[src/rtl/score_capture.sv]
// score_capture: receiving end of the multiplexed four-digit seven-segment bus.
// Registers the active-low anode/segment lines, decodes each digit to BCD,
// assembles mm:ss frames and reports them as elapsed seconds, together with
// frame valid/error pulses and a stability flag.
module score_capture #(
  parameter int STABLE_FRAMES = 2
) (
  input  logic        segclk,
  input  logic        rst_n,
  input  logic [3:0]  anode,
  input  logic [6:0]  segment,
  output logic [15:0] timealive,
  output logic        frame_valid,
  output logic        frame_err,
  output logic        stable
);

  typedef enum logic {COLLECT, CHECK} state_t;

  // Returns {pattern_ok, bcd_digit} for an active-low a..g segment pattern.
  function automatic logic [4:0] seg_decode(input logic [6:0] seg);
    case (seg)
      7'b0000001: seg_decode = {1'b1, 4'd0};
      7'b1001111: seg_decode = {1'b1, 4'd1};
      7'b0010010: seg_decode = {1'b1, 4'd2};
      7'b0000110: seg_decode = {1'b1, 4'd3};
      7'b1001100: seg_decode = {1'b1, 4'd4};
      7'b0100100: seg_decode = {1'b1, 4'd5};
      7'b0100000: seg_decode = {1'b1, 4'd6};
      7'b0001111: seg_decode = {1'b1, 4'd7};
      7'b0000000: seg_decode = {1'b1, 4'd8};
      7'b0000100: seg_decode = {1'b1, 4'd9};
      default:    seg_decode = {1'b0, 4'd0};
    endcase
  endfunction

  state_t      state_q, state_d;
  logic [3:0]  anode_q;
  logic [6:0]  segment_q;
  logic [3:0]  mask_q, mask_d;
  logic        err_q, err_d;
  logic [3:0]  m10_q, m10_d, m1_q, m1_d, s10_q, s10_d, s1_q, s1_d;
  logic [15:0] time_q, time_d;
  logic        fv_q, fv_d, fe_q, fe_d;
  logic [3:0]  cnt_q, cnt_d;

  logic [4:0]  dec;
  logic        an_legal, an_blank, new_err;
  logic [3:0]  cap_bits;
  logic [12:0] mins_w, secs_w, total_w;

  // Decode the S-stage registers: which slot (if any) is captured and whether it is bad.
  always_comb begin
    dec      = seg_decode(segment_q);
    an_blank = (anode_q == 4'b1111);
    an_legal = (anode_q == 4'b0111) || (anode_q == 4'b1011) ||
               (anode_q == 4'b1101) || (anode_q == 4'b1110);
    cap_bits = an_legal ? ~anode_q : 4'b0000;
    new_err  = (!an_legal && !an_blank) || (an_legal && !dec[4]);
  end

  // Write a correctly decoded digit into its slot; the latest capture wins.
  always_comb begin
    m10_d = m10_q;
    m1_d  = m1_q;
    s10_d = s10_q;
    s1_d  = s1_q;
    if (dec[4]) begin
      case (anode_q)
        4'b0111: m10_d = dec[3:0];
        4'b1011: m1_d  = dec[3:0];
        4'b1101: s10_d = dec[3:0];
        4'b1110: s1_d  = dec[3:0];
        default: ;
      endcase
    end
  end

  // Elapsed seconds of the frame held in the slot registers (max 5999 fits 13 bits).
  always_comb begin
    mins_w  = 13'(m10_q) * 13'd10 + 13'(m1_q);
    secs_w  = 13'(s10_q) * 13'd10 + 13'(s1_q);
    total_w = mins_w * 13'd60 + secs_w;
  end

  // Frame FSM: collect the mask, then judge the frame and update stability.
  always_comb begin
    state_d = state_q;
    mask_d  = mask_q | cap_bits;
    err_d   = err_q | new_err;
    time_d  = time_q;
    fv_d    = 1'b0;
    fe_d    = 1'b0;
    cnt_d   = cnt_q;
    case (state_q)
      COLLECT: begin
        if (mask_d == 4'b1111) state_d = CHECK;
      end
      CHECK: begin
        state_d = COLLECT;
        // A digit arriving now belongs to the next frame.
        mask_d  = cap_bits;
        err_d   = new_err;
        if (err_q || (s10_q > 4'd5)) begin
          fe_d  = 1'b1;
          cnt_d = 4'd0;
        end else begin
          fv_d   = 1'b1;
          time_d = {3'b000, total_w};
          if ({3'b000, total_w} == time_q) begin
            if (cnt_q < 4'(STABLE_FRAMES)) cnt_d = cnt_q + 4'd1;
          end else begin
            cnt_d = 4'd1;
          end
        end
      end
      default: state_d = COLLECT;
    endcase
  end

  // State and datapath registers; the input stage resets to the blank code.
  always_ff @(posedge segclk or negedge rst_n) begin
    if (!rst_n) begin
      state_q   <= COLLECT;
      anode_q   <= 4'b1111;
      segment_q <= 7'b1111111;
      mask_q    <= 4'b0000;
      err_q     <= 1'b0;
      m10_q     <= 4'd0;
      m1_q      <= 4'd0;
      s10_q     <= 4'd0;
      s1_q      <= 4'd0;
      time_q    <= 16'd0;
      fv_q      <= 1'b0;
      fe_q      <= 1'b0;
      cnt_q     <= 4'd0;
    end else begin
      state_q   <= state_d;
      anode_q   <= anode;
      segment_q <= segment;
      mask_q    <= mask_d;
      err_q     <= err_d;
      m10_q     <= m10_d;
      m1_q      <= m1_d;
      s10_q     <= s10_d;
      s1_q      <= s1_d;
      time_q    <= time_d;
      fv_q      <= fv_d;
      fe_q      <= fe_d;
      cnt_q     <= cnt_d;
    end
  end

  assign timealive   = time_q;
  assign frame_valid = fv_q;
  assign frame_err   = fe_q;
  assign stable      = (cnt_q >= 4'(STABLE_FRAMES));

endmodule

[config.mk]
export PLATFORM = sky130hd
export DESIGN_NAME = score_capture
export DESIGN_NICKNAME = d
export VERILOG_FILES = /design/src/rtl/score_capture.sv
export SDC_FILE = /design/constraint.sdc
export NUM_CORES = 1
export LEC_CHECK = 0
export ABC_AREA = 1
export CAP_MARGIN = 20
export CORE_UTILIZATION = 54
export DETAILED_ROUTE_END_ITERATION = 12
export GPL_ROUTABILITY_DRIVEN = 0
export PLACE_DENSITY = 0.77
export SYNTH_ARGS = -nofsm -noshare
export SYNTH_HDL_FRONTEND = slang
export SYNTH_SLANG_ARGS = --single-unit
[constraint.sdc]
create_clock -name segclk -period 5.36 [get_ports segclk]
set_input_delay 0.804 -clock segclk [delete_from_list [all_inputs] [get_ports segclk]]
set_output_delay 0.804 -clock segclk [all_outputs]
set_load 0.005 [all_outputs]
Word level (Yosys, flattened, before mapping)
Index checks and enable logic that the tools add are counted.
{"block": "word_totals", "regBits": 52, "input_bits": 13, "output_inout_bits": 19, "elab_cells": 75}
{"block": "op_classes", "n_eq_ne": 17, "n_mux": 13, "n_reduce_logical": 17, "n_addsub": 4, "n_bitwise": 5, "multipliers": 3, "magnitude_cmp": 3}
{"cell": "one-hot mux 5 bit (10 select lines)", "count": 1}
{"cell": "== test 4 bit, second input constant", "count": 5}
{"cell": "two-way mux 4 bit", "count": 5}
{"cell": "adder 8 x 4 -> 9 bit", "count": 2}
{"cell": "== test 7 x 3 -> 1 bit, second input constant", "count": 2}
{"cell": "== test 7 x 6 -> 1 bit, second input constant", "count": 2}
{"cell": "== test 7 bit, second input constant", "count": 2}
{"cell": "multiplier 4 x 3 -> 7 bit, second input constant", "count": 2}
{"cell": "adder 13 x 9 -> 13 bit", "count": 1}
{"cell": "== test 13 bit", "count": 1}
{"cell": "AND reduction 2 bit", "count": 6}
{"cell": "multiplier 9 x 4 -> 11 bit, second input constant", "count": 1}
{"cell": "== test 7 x 1 -> 1 bit, second input constant", "count": 1}
{"cell": "== test 7 x 4 -> 1 bit, second input constant", "count": 1}
{"cell": "== test 7 x 5 -> 1 bit, second input constant", "count": 1}
{"cell": "zero test 7 bit", "count": 1}
{"cell": "two-way mux 1 bit", "count": 6}
{"cell": "logical OR 1 bit", "count": 5}
{"cell": "adder 4 x 1 -> 4 bit, second input constant", "count": 1}
{"cell": "== test 4 x 3 -> 1 bit, second input constant", "count": 1}
{"cell": "greater-or-equal comparator 4 x 2 -> 1 bit, second input constant", "count": 1}
{"cell": "> comparator 4 x 3 -> 1 bit, second input constant", "count": 1}
{"cell": "less-than comparator 4 x 2 -> 1 bit, second input constant", "count": 1}
{"cell": "NOT 4 bit", "count": 1}
{"cell": "7 further kinds", "count": 11}

Depth between registers and ports, before layout
{"block": "depth", "word_depth": 9, "ltp_mapped": 32, "ltp_nobuf": 32}

Worst setup path after synthesis
Ideal clock, no wire load.
{"block": "synth_path", "path_type": "reg-to-reg", "start": "reg m10_q[2]", "end": "reg cnt_q[2]", "t_required_ns": 5.242, "stages_incl_launch_ff": 26, "setup_ns": 0.118, "setup_slack_ns": 0.027, "period_less_slack_ns": 5.333, "t_arrival_ns": 5.215, "n_path_buf": 0, "path_cell_list": "dfrtp_1 ha_1 ha_1 xnor2_1 inv_1 fa_1 fa_1 ha_1 a21o_1 o21bai_2 xor2_1 ha_1 ha_1 a21oi_1 a21boi_2 or2_4 nand2_4 nand3_4 nor2_4 inv_2 nand3_1 nand3_2 nand2_4 nand4_4 nand3_1 nand2_1"}
{"block": "synth_via", "elab_chain_len": 7, "elab_cells_between_ends": 9, "classes_between": "add/sub (2); mul (2); eq/ne (2); mux (2); reduce/logical (1)"}
{"element": "start: declaration", "line_no": "42", "text": "logic [3:0] m10_q, m10_d, m1_q, m1_d, s10_q, s10_d, s1_q, s1_d;"}
{"element": "start signal: assignment", "line_no": "143", "text": "m10_q <= m10_d;"}
{"element": "multiplier 4 x 3 -> 7 bit *", "line_no": "81", "text": "mins_w = 13'(m10_q) * 13'd10 + 13'(m1_q);"}
{"element": "adder 8 x 4 -> 9 bit *", "line_no": "81"}
{"element": "multiplier 9 x 4 -> 11 bit *", "line_no": "83", "text": "total_w = mins_w * 13'd60 + secs_w;"}
{"element": "adder 13 x 9 -> 13 bit *", "line_no": "83"}
{"element": "== test 13 bit *", "line_no": "110", "text": "if ({3'b000, total_w} == time_q) begin"}
{"element": "!= test 3 x 2 -> 1 bit (no source line) / two-way mux 4 bit (equally long branches)"}
{"element": "AND reduction 2 bit (no source line) / two-way mux 4 bit (equally long branches)"}
{"element": "end signal: assignment", "line_no": "150", "text": "cnt_q <= cnt_d;"}
{"element": "end: declaration", "line_no": "45", "text": "logic [3:0] cnt_q, cnt_d;"}
Mark *: on every way between the ends. The rest lies on a longest branch, timed or not.
A chain may end at the register's enable or synchronous reset.

Worst setup path in the final report
{"block": "layout_path", "start": "reg m10_q[0]", "end": "reg cnt_q[1]"}
The elaborated chain is that of the path after synthesis.

==> summary.txt <==
Outcome
  – Status: complete, no violations

Finish
  – Multi-input combinational cell area: 2720 um2
  – Final Cell Area: 5000 um2
  – Area delta synth->final: 18.5%
  – Final antenna diode count: 0
  – Final Net Count: 640
  – Filler cells: 602
  – Ratio of cells with drive above 1 in the final layout: 19.3%
  – Final cell count without fillers: 670
  – Finished Core Util: 67.5%
  – FF/Latch Area: 1320 um2

Worst setup path
  – Buf/Inv on CP: 1
  – Req. time, crit path: 5620 ps
  – Critical path arrival: 5530 ps
  – CP Launch Type: flip-flop
  – Crit-path slowest cell: fa_1
  – CP top delay family: adder cells
  – Crit. End Element: flip-flop
  – Setup CP Type: flip-flop to flip-flop
  – Crit Path Max Fanout: 5
  – Slowest Stage Delay on Critical Path: 590 ps

STA
  – Max Fclk: 190 MHz
  – Setup TNS: 0 ps
  – Setup WS post-layout: 87.1 ps
  – Max-slew violations: 0
  – Final hold vios: 0
  – Final setup fails: 0
  – Final min period: 5270 ps
  – Final worst-path cycle share: 98.4%
  – Max_slew headroom: 57.4%
  – Slew @ Worst Pin: 639 ps
  – Setup repair after global routing missed its margin: true
  – Hold slack: 493 ps
  – Clk_skew: 4.61 ps

Detailed routing
  – DR vias/cell: 5.29
  – 1st-pass router iterations: 4
  – Initial drt markers: 171
  – Final WL: 8.86 mm
  – Final ANT Viol Nets: 0
  – Routed wire length per instance: 13.2 um
  – Vias: 3542
  – DRC: 0

Synth
  – EDFF count, synth: 0
  – Share of the synthesized area in the top cell type: 24.3%
  – Ys flop type: dfrtp_1
  – Cell taking the most area after synthesis: dfrtp_1
  – Post-synthesis cell area: 4220 um2
  – Ys Warns: 0
  – Cells after Synth: 524
  – Count leader, synth: nand2_1
  – Synth Register Bits: 52
  – Syn_area_per_cell: 8.06 um2
  – Count of different cell masters after synthesis: 46
  – Top cells by count, synth: 116 x nand2_1, 90 x inv_1, 41 x dfrtp_1
  – Register area share after synthesis: 31.1%
  – Ys async rst share: 100%
  – Synth area leaders: dfrtp_1 24%, ha_1 12%, nand2_1 10%

Floorplan
  – Die Height: 90.4 um
  – Die width: 90.4 um
  – Core area: 7410 um2
  – Initial Util: 57.0%
  – Die ar.: 8170 um2
  – Boundary Pins: 32
  – Std-Cell Rows: 31

Global route
  – Busiest grt layer: met2
  – Met1 usage: 30.0%
  – Pin count of the biggest net entering global routing: 53
  – Antenna violations before repair: 0
  – Vias in the first global route: 3403
  – First-pass GRT wire length: 15.1 mm
  – Grt met3 use: 2.27%
  – GRT overflow: 0
  – GRT Total Usage: 22.6%
  – Met2 layer usage reported by global route: 38.7%

Placed design
  – Dpl cell area: 4640 um2
  – Count of input and output buffers: 28
  – Setup WS pre-CTS: -70.3 ps
  – Dpl hpwl: 6.75 mm
  – Placed Cells: 653

Pwr
  – Highest ir drop seen on vdd: 0.000255 V
  – Total power: 1.72 mW
  – Power per Cell Area: 344 nW/um2
  – Leak: 2.61 nW

Clock tree
  – CTS tree: done
  – Post-CTS Hold Buffers: 0
  – Worst-path clk slew: 100 ps
  – Cts bufs inserted: 5
  – Root Buffer Master: clkbuf_8
  – Clk_lat worst skew: 310 ps
  – Clock buffer depth: 2
  – H-tree levels: 2
  – # clock sinks: 52

Min path
  – Min-Delay Path Class: flip-flop to flip-flop

Job
  – Max_cap viols: 0
-- layout by cell type (no fill, tap or decap), types with 3 or more instances in the layout --
cell type	count
a21o_1	3
a21oi_1	12
a21oi_2	3
a31oi_1	6
buf_4	15
clkbuf_8	5
clkdlybuf4s50_1	27
conb_1	3
dfrtp_1	39
dfstp_2	11
fa_1	16
ha_1	31
ha_4	9
inv_1	88
inv_2	6
nand2_1	110
nand2_2	21
nand2_4	3
nand3_1	27
nand3_2	13
nand3b_1	3
nand4_1	11
nor2_1	30
nor3_1	5
nor4_1	3
o21ai_0	27
xnor2_1	4
xor2_1	7
-- tightest hold or removal path: stages (launching register included) --
cell	delay, ps
dfrtp_1	350
nand2_1	50
nand2_1	60
-- layout make-up --
class,count,area share (%)
multi-input combinational,373,54.5
sequential,52,26.3
timing repair buffer,43,7.76
inverter,95,7.13
tap,99,2.48
clock buffer,5,1.38
clock inverter,3,0.450
-- worst paths after layout --
path / startpoint / to / slack (ps) / cells past startpoint
min in group asynchronous: rst_n / mask_q[0]$_DFF_PN0_ / 600 / 2
hold / removal: mask_q[3]$_DFF_PN0_ / mask_q[3]$_DFF_PN0_ / 490 / 2
max in group asynchronous: rst_n / m10_q[1]$_DFFE_PN0P_ / 4310 / 2
setup reg to reg: m10_q[0]$_DFFE_PN0P_ / cnt_q[1]$_DFFE_PN0P_ / 90 / 26
hold reg to reg: mask_q[3]$_DFF_PN0_ / mask_q[3]$_DFF_PN0_ / 490 / 2
setup / recovery: m10_q[0]$_DFFE_PN0P_ / cnt_q[1]$_DFFE_PN0P_ / 90 / 26
-- registers in the layout (all words and copies together), names as in the netlist --
| signal | cells |
|---|---|
| mask_q | 4 |
| m10_q | 4 |
| timealive | 13 |
| anode_q | 4 |
| s1_q | 4 |
| frame_valid | 1 |
| segment_q | 7 |
| state_q | 1 |
| frame_err | 1 |
| cnt_q | 4 |
| s10_q | 4 |
| m1_q | 4 |
| err_q | 1 |
-- kinds of logic after synthesis --
group | synth area share [%]
buffers and inverters | 9.34
AO/OA/AOI/OAI | 8.60
multiplexers | 0.267
adder cells (fa/ha/maj) | 19.9
AND/OR/NAND/NOR | 27.4
XOR/XNOR | 3.23
other | 0.0888
flip-flops | 31.1
-- power breakdown --
group	leakage [nW]	total, mW	internal, mW	switching [mW]
logic	1.89	1.01	0.478	0.533
clock network	0.0485	0.232	0.0939	0.138
registers	0.666	0.481	0.440	0.0409
-- routing by layer --
metal	part of all wire [%]	routed length, um	up-vias
met5	0	0	-
met4	1.6	142	0
met3	3.2	288	15
met2	49	4370	84
met1	46	4060	1672
li1	-	-	1771
-- what timing repair did --
item / CTS / global route
pin swaps: 0 / 23
gates cloned: 0 / 0
setup endpoints to repair: 4 / 4
setup buffers: 0 / 9
resized for setup: 5 / 31
Power figures use the tool's default switching activity.
